File: config.mk
export PLATFORM = sky130hd
export DESIGN_NAME = fifo_buf_flat
export DESIGN_NICKNAME = d
export VERILOG_FILES = /design/src/rtl/fifo_pkg.sv /design/src/rtl/fifo_if.sv /design/src/rtl/fifo_ram.sv /design/src/rtl/fifo_buf.sv /design/src/flat_wrapper.sv
export SDC_FILE = /design/constraint.sdc
export NUM_CORES = 1
export LEC_CHECK = 0
export BUFFER_PORTS_ARGS = -buffer_cell sky130_fd_sc_hd__buf_4
export CAP_MARGIN = 40
export CORE_MARGIN = 4
export CORE_UTILIZATION = 55
export DETAILED_ROUTE_END_ITERATION = 6
export GPL_TIMING_DRIVEN = 1
export PLACE_DENSITY_LB_ADDON = 0.3
export SYNTH_ARGS = -nofsm -noshare
export SYNTH_HDL_FRONTEND = slang
export SYNTH_SLANG_ARGS = --single-unit
File: constraint.sdc
create_clock -name clk -period 3.11 [get_ports clk]
set_input_delay 0.622 -clock clk [delete_from_list [all_inputs] [get_ports clk]]
set_output_delay 0.622 -clock clk [all_outputs]
set_load 0.01 [all_outputs]
File: src/rtl/fifo_pkg.sv
// Shared constants, sizing helper and pointer type for the fifo_buf slice.
package fifo_pkg;

  localparam int unsigned DW    = 8;
  localparam int unsigned DEPTH = 16;

  // Ceiling log2, usable in constant expressions for port and array sizing.
  function automatic int unsigned clog2(input int unsigned v);
    int unsigned r;
    r = 0;
    for (int unsigned i = 0; i < 32; i++) begin
      if ((64'd1 << r) < 64'(v)) r = r + 1;
    end
    return r;
  endfunction

  localparam int unsigned AW = clog2(DEPTH);

  // Read/write pointers carry one extra wrap bit so full and empty differ.
  typedef logic [AW:0] ptr_t;

endpackage

File: src/rtl/fifo_if.sv
// req/ack handshake bundle; ws/rs are the FIFO-side views, wm/rm the peers.
interface fifo_if import fifo_pkg::*; #(
  parameter int unsigned dw = DW
);

  logic [dw-1:0] data;
  logic          req;
  logic          ack;

  modport ws (input  data, input  req, output ack);
  modport rs (output data, output req, input  ack);
  modport wm (output data, output req, input  ack);
  modport rm (input  data, input  req, output ack);

endinterface

File: src/rtl/fifo_ram.sv
// Storage array: one synchronous write port, one asynchronous read port, no reset.
module fifo_ram import fifo_pkg::*; #(
  parameter  int unsigned dw    = DW,
  parameter  int unsigned depth = DEPTH,
  localparam int unsigned aw    = clog2(depth)
) (
  input  logic          clk,
  input  logic          we,
  input  logic [aw-1:0] waddr,
  input  logic [dw-1:0] wdata,
  input  logic [aw-1:0] raddr,
  output logic [dw-1:0] rdata_c
);

  logic [dw-1:0] mem_q [depth];

  always_ff @(posedge clk) begin
    if (we) mem_q[waddr] <= wdata;
  end

  assign rdata_c = mem_q[raddr];

endmodule

File: src/rtl/fifo_buf.sv
// First-word-fall-through synchronous FIFO with registered level/almost-full status.
module fifo_buf import fifo_pkg::*; #(
  parameter  int unsigned dw       = DW,
  parameter  int unsigned depth    = DEPTH,
  parameter  int unsigned afull_th = 12,
  localparam int unsigned aw       = clog2(depth)
) (
  input  logic    clk,
  input  logic    rstn,
  fifo_if.ws      w_if,
  fifo_if.rs      r_if,
  output logic [aw:0] level,
  output logic    afull
);

  localparam int unsigned LW = aw + 1;

  logic [aw:0] wp_q, wp_d;
  logic [aw:0] rp_q, rp_d;
  logic [aw:0] level_q, level_d;
  logic        afull_q, afull_d;
  logic        rstn_q, rstn_d;
  logic        w_ack_c, r_req_c, wr_en_c, rd_en_c;
  logic [dw-1:0] rdata_c;

  // Handshake decode from registered state only; rstn_q holds off writes one cycle past reset.
  assign w_ack_c = rstn_q & (level_q != LW'(depth));
  assign r_req_c = (level_q != '0);

  always_comb begin
    wp_d    = wp_q;
    rp_d    = rp_q;
    rstn_d  = 1'b1;
    wr_en_c = w_if.req & w_ack_c;
    rd_en_c = r_if.ack & r_req_c;
    if (wr_en_c) wp_d = wp_q + LW'(1);
    if (rd_en_c) rp_d = rp_q + LW'(1);
    level_d = wp_d - rp_d;
    afull_d = (level_d >= LW'(afull_th));
  end

  always_ff @(posedge clk) begin
    if (!rstn) begin
      wp_q    <= '0;
      rp_q    <= '0;
      level_q <= '0;
      afull_q <= 1'b0;
      rstn_q  <= 1'b0;
    end else begin
      wp_q    <= wp_d;
      rp_q    <= rp_d;
      level_q <= level_d;
      afull_q <= afull_d;
      rstn_q  <= rstn_d;
    end
  end

  fifo_ram #(
    .dw    (dw),
    .depth (depth)
  ) u_ram (
    .clk     (clk),
    .we      (wr_en_c),
    .waddr   (wp_q[aw-1:0]),
    .wdata   (w_if.data),
    .raddr   (rp_q[aw-1:0]),
    .rdata_c (rdata_c)
  );

  assign w_if.ack  = w_ack_c;
  assign r_if.req  = r_req_c;
  assign r_if.data = rdata_c;
  assign level     = level_q;
  assign afull     = afull_q;

endmodule

File: src/flat_wrapper.sv
// flat-port wrapper written by rule: the top's interface ports become plain ports
module fifo_buf_flat import fifo_pkg::*;
#(
  parameter  int unsigned dw       = DW,
  parameter  int unsigned depth    = DEPTH,
  parameter  int unsigned afull_th = 12,
  localparam int unsigned aw       = clog2(depth)
)
  (clk, rstn, level, afull, w_if_data, w_if_req, w_if_ack, r_if_data, r_if_req, r_if_ack);
  fifo_if #(.dw(dw)) w_if_i ();
  fifo_if #(.dw(dw)) r_if_i ();
  input  logic clk;
  input  logic rstn;
  output logic [aw:0] level;
  output logic afull;
  input wire logic [$bits(w_if_i.data)-1:0] w_if_data;
  input wire logic [$bits(w_if_i.req)-1:0] w_if_req;
  output wire logic [$bits(w_if_i.ack)-1:0] w_if_ack;
  output wire logic [$bits(r_if_i.data)-1:0] r_if_data;
  output wire logic [$bits(r_if_i.req)-1:0] r_if_req;
  input wire logic [$bits(r_if_i.ack)-1:0] r_if_ack;
  assign w_if_i.data = w_if_data;
  assign w_if_i.req = w_if_req;
  assign w_if_ack = w_if_i.ack;
  assign r_if_data = r_if_i.data;
  assign r_if_req = r_if_i.req;
  assign r_if_i.ack = r_if_ack;
  fifo_buf #(.dw(dw), .depth(depth), .afull_th(afull_th)) u_core (.clk(clk), .rstn(rstn), .w_if(w_if_i), .r_if(r_if_i), .level(level), .afull(afull));
endmodule
# Word-level counts from Yosys, hierarchy flattened
# Memory sizes are Yosys's and may differ from the RTL's. A register that Yosys moved wholly into a read port is not among the register bits.
# Cells that the tools add are included.
# word_totals
register_bits	17
mem_bits_rw	128
word_cells	21
out_inout_bits	16
in_bits	12
memories	1
# classes
reduce_logical	1
n_eq_ne	1
n_bitwise	3
mux	6
order_cmp	1
add_sub_neg	3
# mem_list
name	depth	word_bits	read_ports	rd_ports_with_merged_regs	wr	line_no	text
u_core.u_ram.mem_q	16	8	1	1	1	fifo_ram.sv:15	logic [dw-1:0] mem_q [depth];
# ops
cell	count
$add 5x1->5 const B	2
$mux 5	2
$ge 5x4->1 const B	1
$ne 5x5->1 const B	1
$reduce_bool 5->1	1
$sub 5x5->5	1
$mux 4	1
$and 1x1->1	3
$mux 1	3

# Logic depth before layout (Yosys ltp)
# Gate-level depths: netlist of the first run.
# depth
word_depth	6
ltp_mapped	12
ltp_nobuf	12

# Cells and area by module
# Synthesis of the first run repeated with hierarchy kept, for this count alone.
# hier_totals
hier_cells	305
hier_area_um2	5811.8
# modules_own_cells
mod	area_per_inst_um2	cells_per_inst	seq_area_each_um2	n_inst
fifo_ram	4987.3	221	3843.7	1
fifo_buf	824.5	84	340.3	1

# Worst setup path after synthesis of the first run
# Ideal clock, no wire load.
# synth_timing
path_type	in2reg
start	input w_if_req
end	register u_core.afull_q, in the netlist u_core.afull
path_stages	11
required_ps	3037
setup_ps	73
path_buffers	0
arrival_ps	2682
slack_ps	355
cell_sequence	inv_1 a211oi_4 xnor2_1 ha_1 inv_1 fa_1 a21o_1 a21oi_1 xnor3_1 xor3_1 o2bb2ai_1
# synth_via
elab_chain_len	4
# synth_lines
element	line_no	text
start: declaration	flat_wrapper.sv:17	input wire logic [$bits(w_if_i.req)-1:0] w_if_req;
$and 1x1->1	fifo_buf.sv:34	wr_en_c = w_if.req & w_ack_c;
$mux 5	fifo_buf.sv:36	if (wr_en_c) wp_d = wp_q + LW'(1);
$sub 5x5->5	fifo_buf.sv:38	level_d = wp_d - rp_d;
$ge 5x4->1	fifo_buf.sv:39	afull_d = (level_d >= LW'(afull_th));
end signal: assignment	fifo_buf.sv:53	afull_q <= afull_d;
end: declaration	fifo_buf.sv:21	logic afull_q, afull_d;
# Every way passes these cells.
# A chain may end at the register's enable or synchronous reset.

==> results of run 1 <==
## routing by layer
layer  up-vias  wire length [um]  share of wire [%]
met4         0                65               0.56
li1       1260                 -                  -
met2        89              5690                 49
met5         -                 0                  0
met3         7               695                6.0
met1      1471              5090                 44
## registers in the layout, indices dropped and copies added, names as in the netlist, named ones only
signal,count
u_core.afull,1
u_core.rstn_q,1
u_core.rp_q,5
u_core.wp_q,4
u_core.level,5
u_core.u_ram.mem_q,128
## logic make-up after synthesis
| logic type | count (synthesis) | share of synthesized area (%) |
|---|---|---|
| DFF | 145 | 70.3 |
| and+or+nand+nor | 48 | 4.79 |
| muxes | 41 | 17.3 |
| buffers and inverters | 18 | 1.93 |
| xor gates and xnor gates | 12 | 2.25 |
| adders and majority gates | 10 | 2.23 |
| AOI/OAI and AO/OA | 9 | 1.16 |
## how the worst max path moves through the flow
stage                               start  cells past startpoint      endpoint
final                      u_core.rp_q[0]                      4  r_if_data[0]
after global routing      u_core.level[0]                     12  u_core.afull
after CTS                  u_core.rp_q[0]                      4  r_if_data[4]
after detailed placement         w_if_req                     12  u_core.afull
after global placement           w_if_req                     12  u_core.afull
after floorplan                  w_if_req                     11  u_core.afull
## cell usage in the layout (no fill, tap or decap), types with 2 or more instances in the layout
cell,n
sky130_fd_sc_hd__a21oi_1,4
sky130_fd_sc_hd__buf_4,37
sky130_fd_sc_hd__bufinv_16,3
sky130_fd_sc_hd__inv_1,5
sky130_fd_sc_hd__edfxtp_1,128
sky130_fd_sc_hd__mux4_1,32
sky130_fd_sc_hd__clkinvlp_4,3
sky130_fd_sc_hd__mux4_2,8
sky130_fd_sc_hd__clkinv_2,2
sky130_fd_sc_hd__dfxtp_1,16
sky130_fd_sc_hd__a21o_1,2
sky130_fd_sc_hd__and2_1,17
sky130_fd_sc_hd__nor2_1,10
sky130_fd_sc_hd__xor2_1,2
sky130_fd_sc_hd__nand2_1,6
sky130_fd_sc_hd__nand3_1,2
sky130_fd_sc_hd__clkbuf_16,16
sky130_fd_sc_hd__clkinv_1,3
sky130_fd_sc_hd__nor3b_1,5
sky130_fd_sc_hd__clkinv_4,3
sky130_fd_sc_hd__and3_1,2
sky130_fd_sc_hd__xnor2_1,8
sky130_fd_sc_hd__ha_1,9
sky130_fd_sc_hd__nand4_1,2
sky130_fd_sc_hd__buf_12,2
## per-stage QoR
| stage | hold WS (ns) | std cells | cell area (um2) | worst slack [ns] |
|---|---|---|---|---|
| 2_1_floorplan | 0.486 | 283 | 5950 | 0.355 |
| 3_3_place_gp | 0.518 | 443 | 6310 | 0.147 |
| 3_5_place_dp | 0.524 | 443 | 6310 | 0.0417 |
| 4_1_cts | 0.255 | 475 | 6900 | 0.0427 |
| 5_1_grt | 0.250 | 478 | 6930 | -0.00437 |
| 6_report | 0.268 | 478 | 6930 | 0.0971 |
## worst max-delay path: cells and delay by family, from the launching register on
kind	cells	cell delay (ns)
mux	2	1.12
buf+inv	2	0.41
flops	1	0.36
## area by class of cell
class                      instances  area, um2
clock buffer                      18        418
clock inverter                    14        165
fill                             665       3490
inverter                           6       22.5
multi-input combinational        120       1650
sequential                       145       4190
tap                              136        170
timing repair buffer              39        318
## what timing repair did
action	4_1_cts	5_1_grt
buffers inserted	0	3
pin swaps	0	2
endpoints found under the setup margin	4	4
gates resized for setup	1	2
## power groups by stage
stage	combinational [uW]	clock (uW)	sequential [uW]
2_1_floorplan	784	0	2260
3_3_place_gp	1090	0	2250
5_1_grt	1220	2110	2220
3_5_place_dp	1100	0	2260
4_1_cts	1110	2020	2220
6_report	1130	2000	2220
==> impl_metrics.prom, run 1 <==
# TYPE chip_impl_metric gauge
chip_impl_info{name="synth.top_cells.by_area",value="sky130_fd_sc_hd__edfxtp_1 65%, sky130_fd_sc_hd__mux4_1 14%, sky130_fd_sc_hd__dfxtp_1 5.7%"} 1
chip_impl_info{name="cts_tree",value="yes"} 1
chip_impl_metric{name="yosys_register_bits",unit=""} 145
chip_impl_metric{name="synth.top_cell.area_share",unit="%"} 64.6
chip_impl_info{name="critical_path.reg2reg.endpoint",value="u_core.afull"} 1
chip_impl_metric{name="layout_worst_path_cycle_share",unit="%"} 96.9
chip_impl_metric{name="leakagePower",unit="uW"} 0.00237
chip_impl_metric{name="maxClockFrequency",unit="GHz"} 0.332
chip_impl_metric{name="arrival",unit="ns"} 2.39
chip_impl_metric{name="final.min_clock_period",unit="ns"} 3.01
chip_impl_metric{name="insertion_delay",unit="ns"} 0.51
chip_impl_metric{name="routed_wl",unit="mm"} 11.5
chip_impl_metric{name="placement_rows",unit=""} 37
chip_impl_metric{name="groute.layer.met2.usage",unit="%"} 30.3
chip_impl_metric{name="finalMaxSlewViolations",unit=""} 0
chip_impl_metric{name="insertedDiodeCount",unit=""} 0
chip_impl_metric{name="ctsHtreeMaxLevel",unit=""} 4
chip_impl_metric{name="worst-r2r-setup-slack",unit="ns"} 0.19
chip_impl_metric{name="worst_slew_margin_rel",unit="%"} 56.6
chip_impl_metric{name="synth.lib_cells_used.distinct",unit=""} 33
chip_impl_metric{name="cts_hold_buf",unit=""} 0
chip_impl_info{name="netlist.top_cell.by_area",value="sky130_fd_sc_hd__edfxtp_1"} 1
chip_impl_info{name="critical_path.startpoint_type",value="register"} 1
chip_impl_metric{name="post_drt_wl_per_cell",unit="um"} 24.1
chip_impl_metric{name="total_vias_in_the_final_route",unit=""} 2827
chip_impl_info{name="worst_setup_path_end_kind",value="primary output"} 1
chip_impl_metric{name="design.portCount",unit=""} 28
chip_impl_metric{name="count_of_cells_along_the_worst_register_to_register_path",unit=""} 12
chip_impl_metric{name="number_of_max_cap_violations",unit=""} 0
chip_impl_metric{name="grt_pass1_vias",unit=""} 2897
chip_impl_metric{name="die_y",unit="um"} 112
chip_impl_info{name="hold_class",value="input pin to register"} 1
chip_impl_metric{name="seq_area_frac_synth",unit="%"} 70.3
chip_impl_metric{name="required",unit="ns"} 2.49
chip_impl_metric{name="post-route-util",unit="%"} 66.5
chip_impl_metric{name="p_int",unit="uW"} 4020
chip_impl_metric{name="gr-usage-all-layers",unit="%"} 19.4
chip_impl_metric{name="max_slew.worst_pin.slew",unit="ns"} 0.651
chip_impl_metric{name="switching_share",unit="%"} 24.8
chip_impl_info{name="cts-root-buf",value="sky130_fd_sc_hd__clkbuf_8"} 1
chip_impl_metric{name="critical_path.max_fanout",unit=""} 12
chip_impl_info{name="cp_common_cell",value="sky130_fd_sc_hd__buf_4"} 1
chip_impl_metric{name="synthesis.instances",unit=""} 283
chip_impl_metric{name="vdd.ir_drop.worst",unit="mV"} 0.481
chip_impl_metric{name="setup_viol_count_final",unit=""} 0
chip_impl_metric{name="syn_area",unit="um2"} 5950
chip_impl_metric{name="cts.sink_count",unit=""} 145
chip_impl_info{name="synthFlopType",value="sky130_fd_sc_hd__edfxtp_1"} 1
chip_impl_metric{name="grt.met1_usage",unit="%"} 27.8
chip_impl_metric{name="grt_first_pass_wirelength",unit="mm"} 17.7
chip_impl_metric{name="globalRouteMet3Util",unit="%"} 6.09
chip_impl_info{name="timing.hold.worst.start",value="rstn"} 1
chip_impl_metric{name="cellPowerDensity",unit="nW/um2"} 772
chip_impl_metric{name="drt.antenna.violating_nets",unit=""} 0
chip_impl_info{name="path_class",value="register to primary output"} 1
chip_impl_metric{name="mapped_avg_cell_area",unit="um2"} 21.0
chip_impl_metric{name="cts-buffers-inserted",unit=""} 17
chip_impl_metric{name="grt_start_max_net_pins",unit=""} 34
chip_impl_metric{name="asyncSetResetFlopFracSynth",unit="%"} 0
chip_impl_metric{name="drt-initial-drc-count",unit=""} 263
chip_impl_metric{name="report.final.hold_viol_count",unit=""} 0
chip_impl_metric{name="dieWidth",unit="um"} 112
chip_impl_metric{name="setup_tns",unit="ns"} 0
chip_impl_metric{name="synthesis.nets",unit=""} 305
chip_impl_info{name="post-synth-top-count-cell",value="sky130_fd_sc_hd__edfxtp_1"} 1
chip_impl_info{name="run_status",value="complete, no violations"} 1
chip_impl_info{name="crit_reg_reg_startpoint",value="u_core.level[0]"} 1
chip_impl_metric{name="area_delta_synth_final",unit="%"} 16.5
chip_impl_metric{name="dp_hpwl",unit="mm"} 7.18
chip_impl_metric{name="cts.clk_slew.worst_paths",unit="ns"} 0.06
chip_impl_metric{name="comb_power_share",unit="%"} 21.1
chip_impl_metric{name="crit_path_max_incr_delay",unit="ns"} 0.62
chip_impl_metric{name="drt-pass1-iter-count",unit=""} 4
chip_impl_metric{name="p_sw",unit="uW"} 1330
chip_impl_info{name="worstPathCellList",value="buf_4 -> mux4_1 -> mux4_2 -> buf_4"} 1
chip_impl_info{name="grt_busiest_layer",value="met2"} 1
chip_impl_metric{name="post_route_cells_drive_above_1_share",unit="%"} 23.7
chip_impl_metric{name="fin_skew",unit="ns"} 0.00658
chip_impl_metric{name="grt_overflow_total",unit=""} 0
chip_impl_metric{name="synthesis.yosys.warnings",unit=""} 0
chip_impl_metric{name="edff_count_synth",unit=""} 128
chip_impl_metric{name="power.share.sequential",unit="%"} 41.5
chip_impl_metric{name="layout_net_count",unit=""} 351
chip_impl_metric{name="clock_path_buffers",unit=""} 2
chip_impl_metric{name="drc",unit=""} 0
chip_impl_info{name="synth_commonest_cells",value="128 x sky130_fd_sc_hd__edfxtp_1, 32 x sky130_fd_sc_hd__mux4_1, 17 x sky130_fd_sc_hd__and2_1, 17 x sky130_fd_sc_hd__dfxtp_1, 10 x sky130_fd_sc_hd__nor2_1"} 1
chip_impl_metric{name="grt_antenna_before_repair",unit=""} 0
chip_impl_metric{name="die_outline_area",unit="um2"} 12500
chip_impl_info{name="worstHoldEndpoint",value="u_core.rstn_q"} 1
chip_impl_metric{name="finalWeightedCongestion",unit=""} 0.795
chip_impl_metric{name="placeableCoreArea",unit="um2"} 10400
chip_impl_metric{name="viasPerCell",unit=""} 5.91
chip_impl_metric{name="initial_core_util",unit="%"} 57.1
chip_impl_info{name="critical-path-slowest-cell",value="sky130_fd_sc_hd__mux4_1"} 1
chip_impl_metric{name="power",unit="uW"} 5350
chip_impl_metric{name="port_buffers",unit=""} 27
chip_impl_metric{name="clockPowerShare",unit="%"} 37.4
chip_impl_metric{name="cell_depth_of_the_worst_hold_path",unit=""} 1
(Power assumes the default switching activity.)
==> run 2: changes to the inputs <==
==> constraint.sdc (replaced) <==
create_clock -name clk -period 3.28 [get_ports clk]
set_input_delay 0.656 -clock clk [delete_from_list [all_inputs] [get_ports clk]]
set_output_delay 0.656 -clock clk [all_outputs]
set_load 0.01 [all_outputs]
==> run 2 against run 1 <==
Core utilization decreased by 0.70 points. Routed wire length is 4.9% lower. Total power decreased by 8.8%. Largest cell class unchanged. Critical path depth stayed put. Critical endpoint is now r_if_data[3]. Sequential cell count stayed put. First-iteration DRC count fell by 44%. Setup slack improved by 0.037 ns. Clock-buffer cell count shrank 1. Sequential share of layout area up 0.68 points. Die area unchanged.
==> impl_metrics.prom, run 2 (same netlist as run 1, synthesis figures left out) <==
# TYPE chip_impl_metric gauge
chip_impl_info{name="run_status",value="complete, no violations"} 1
chip_impl_metric{name="cts-buffers-inserted",unit=""} 17
chip_impl_metric{name="cts.sink_count",unit=""} 145
chip_impl_metric{name="vdd.ir_drop.worst",unit="mV"} 0.371
chip_impl_metric{name="post-route-util",unit="%"} 65.8
chip_impl_metric{name="final.fill_count",unit=""} 660
chip_impl_info{name="path_class",value="register to primary output"} 1
chip_impl_metric{name="leakagePower",unit="uW"} 0.00233
chip_impl_metric{name="worst_slew_margin_rel",unit="%"} 55.6
chip_impl_metric{name="sequential_cell_area",unit="um2"} 4190
chip_impl_metric{name="layout_worst_path_cycle_share",unit="%"} 95.9
chip_impl_info{name="hold_class",value="input pin to register"} 1
chip_impl_metric{name="max_slew.worst_pin.slew",unit="ns"} 0.666
chip_impl_info{name="registers.top_by_ff_count",value="u_core.u_ram.mem_q"} 1
chip_impl_metric{name="arrival",unit="ns"} 2.49
chip_impl_metric{name="finalWeightedCongestion",unit=""} 0.781
chip_impl_metric{name="crit_path_max_incr_delay",unit="ns"} 0.59
chip_impl_metric{name="fin_skew",unit="ns"} 0.0112
chip_impl_metric{name="finalMaxSlewViolations",unit=""} 0
chip_impl_metric{name="dp_hpwl",unit="mm"} 6.97
chip_impl_metric{name="required",unit="ns"} 2.62
chip_impl_metric{name="layout_net_count",unit=""} 347
chip_impl_metric{name="gr-usage-all-layers",unit="%"} 18.8
chip_impl_metric{name="placed_area",unit="um2"} 6320
chip_impl_metric{name="maxClockFrequency",unit="GHz"} 0.318
chip_impl_metric{name="post_route_cells_drive_above_1_share",unit="%"} 23.4
chip_impl_info{name="unrepaired_setup_endpoints_after_global_routing",value="false"} 1
chip_impl_metric{name="ctsHtreeMaxLevel",unit=""} 4
chip_impl_metric{name="die_y",unit="um"} 112
chip_impl_metric{name="die_outline_area",unit="um2"} 12500
chip_impl_metric{name="placement_rows",unit=""} 37
chip_impl_metric{name="setup_ws",unit="ns"} 0.134
chip_impl_metric{name="setup_tns",unit="ns"} 0
chip_impl_info{name="cts-root-buf",value="sky130_fd_sc_hd__clkbuf_8"} 1
chip_impl_metric{name="grt_start_max_net_pins",unit=""} 33
chip_impl_info{name="final_cell_mix",value="128 x sky130_fd_sc_hd__edfxtp_1, 33 x sky130_fd_sc_hd__buf_4, 32 x sky130_fd_sc_hd__mux4_1"} 1
chip_impl_metric{name="cts.clk_slew.worst_paths",unit="ns"} 0.06
chip_impl_metric{name="pre_cts_ws",unit="ns"} 0.199
chip_impl_metric{name="report.final.hold_viol_count",unit=""} 0
chip_impl_metric{name="post_drt_wl_per_cell",unit="um"} 23.2
chip_impl_metric{name="routed_wl",unit="mm"} 11.0
chip_impl_metric{name="grt_antenna_before_repair",unit=""} 0
chip_impl_metric{name="insertedDiodeCount",unit=""} 0
chip_impl_metric{name="cellPowerDensity",unit="nW/um2"} 711
chip_impl_metric{name="initial_core_util",unit="%"} 57.1
chip_impl_metric{name="drc",unit=""} 0
chip_impl_metric{name="drt.antenna.violating_nets",unit=""} 0
chip_impl_metric{name="multiInputGateArea",unit="um2"} 1650
chip_impl_metric{name="viasPerCell",unit=""} 5.79
chip_impl_metric{name="largest_register_ff_count",unit=""} 128
chip_impl_metric{name="setup_viol_count_final",unit=""} 0
chip_impl_metric{name="area_delta_synth_final",unit="%"} 15.2
chip_impl_metric{name="placeableCoreArea",unit="um2"} 10400
chip_impl_metric{name="grt_pass1_vias",unit=""} 2864
chip_impl_metric{name="finish.instance_area",unit="um2"} 6860
chip_impl_info{name="final_common_cell",value="sky130_fd_sc_hd__edfxtp_1"} 1
chip_impl_info{name="worst_setup_path_end_kind",value="primary output"} 1
chip_impl_metric{name="insertion_delay",unit="ns"} 0.52
chip_impl_info{name="cts_tree",value="yes"} 1
chip_impl_info{name="worstPathCellList",value="buf_12 -> mux4_1 -> mux4_2 -> buf_4"} 1
chip_impl_metric{name="number_of_max_cap_violations",unit=""} 0
chip_impl_info{name="critical-path-slowest-cell",value="sky130_fd_sc_hd__mux4_1"} 1
chip_impl_metric{name="grt_overflow_total",unit=""} 0
chip_impl_metric{name="critical_path.max_fanout",unit=""} 13
chip_impl_metric{name="design.portCount",unit=""} 28
chip_impl_metric{name="port_buffers",unit=""} 27
chip_impl_metric{name="dieWidth",unit="um"} 112
chip_impl_metric{name="total_vias_in_the_final_route",unit=""} 2746
chip_impl_metric{name="clock_path_buffers",unit=""} 2
chip_impl_metric{name="final.min_clock_period",unit="ns"} 3.15
chip_impl_info{name="critical_path.startpoint_type",value="register"} 1
chip_impl_metric{name="drt-pass1-iter-count",unit=""} 4
chip_impl_metric{name="drt-initial-drc-count",unit=""} 147
chip_impl_metric{name="grt_first_pass_wirelength",unit="mm"} 16.9
==> run 2: changes by cell type in the layout (fill, tap and decap cells not counted), sizes merged <==
cell    previous run  this run
clkbuf            18        17
bufinv             3         0
buf               39        35
clkinv             8         6
inv                6        12
==> run 2: power breakdown <==
part | total [uW] | internal [uW] | leakage [uW] | switching [uW]
clock network | 1720 | 949 | 0.000257 | 770
registers | 2140 | 2070 | 0.00129 | 71.3
logic | 1020 | 580 | 0.000784 | 442
==> run 2: per-layer routing <==
metal / up-vias / share of wire (%) / GRT usage (%)
li1: 1263 / - / -
met1: 1396 / 43 / 24.7
met2: 78 / 51 / 31.1
met3: 9 / 4.8 / 4.26
met4: 0 / 1.2 / 6.89
met5: - / 0 / 0
==> run 2: final timing paths <==
kind	start	endpoint	slack, ns	depth (start not counted)
hold reg to reg	u_core.rp_q[4]	u_core.rp_q[4]	0.55	2
setup reg to reg	u_core.level[1]	u_core.afull	0.34	12
setup / recovery	u_core.rp_q[0]	r_if_data[3]	0.13	4
hold / removal	rstn	u_core.rstn_q	0.31	1
==> run 2: area by class of cell <==
cell class	instances	share of cell area (%)
Sequential cell	145	61.1
Clock inverter	15	1.81
Clock buffer	17	6.04
Multi-Input combinational cell	120	24.1
Timing Repair Buffer	35	4.20
Tap cell	136	2.48
Inverter	6	0.328
==> run 2: what timing repair did <==
item,in CTS,in global routing
hold endpoints to repair,0,0
setup endpoints to repair,5,0
gates resized for setup,1,0
hold buffers,0,0
buffers inserted,0,0
==> run 2: stage by stage <==
stage	hold WS [ns]	instances	total power [uW]
floorplan	0.486	283	2890
global placement	0.519	442	3190
detailed placement	0.537	442	3210
CTS	0.286	474	4930
global route	0.290	474	5090
finish	0.307	474	4880
==> run 2: worst max-delay path, delay by kind of cell (launching register included) <==
family,cells,cell delay (ns)
mux,2,1.10
buf+inv,2,0.36
flops,1,0.51
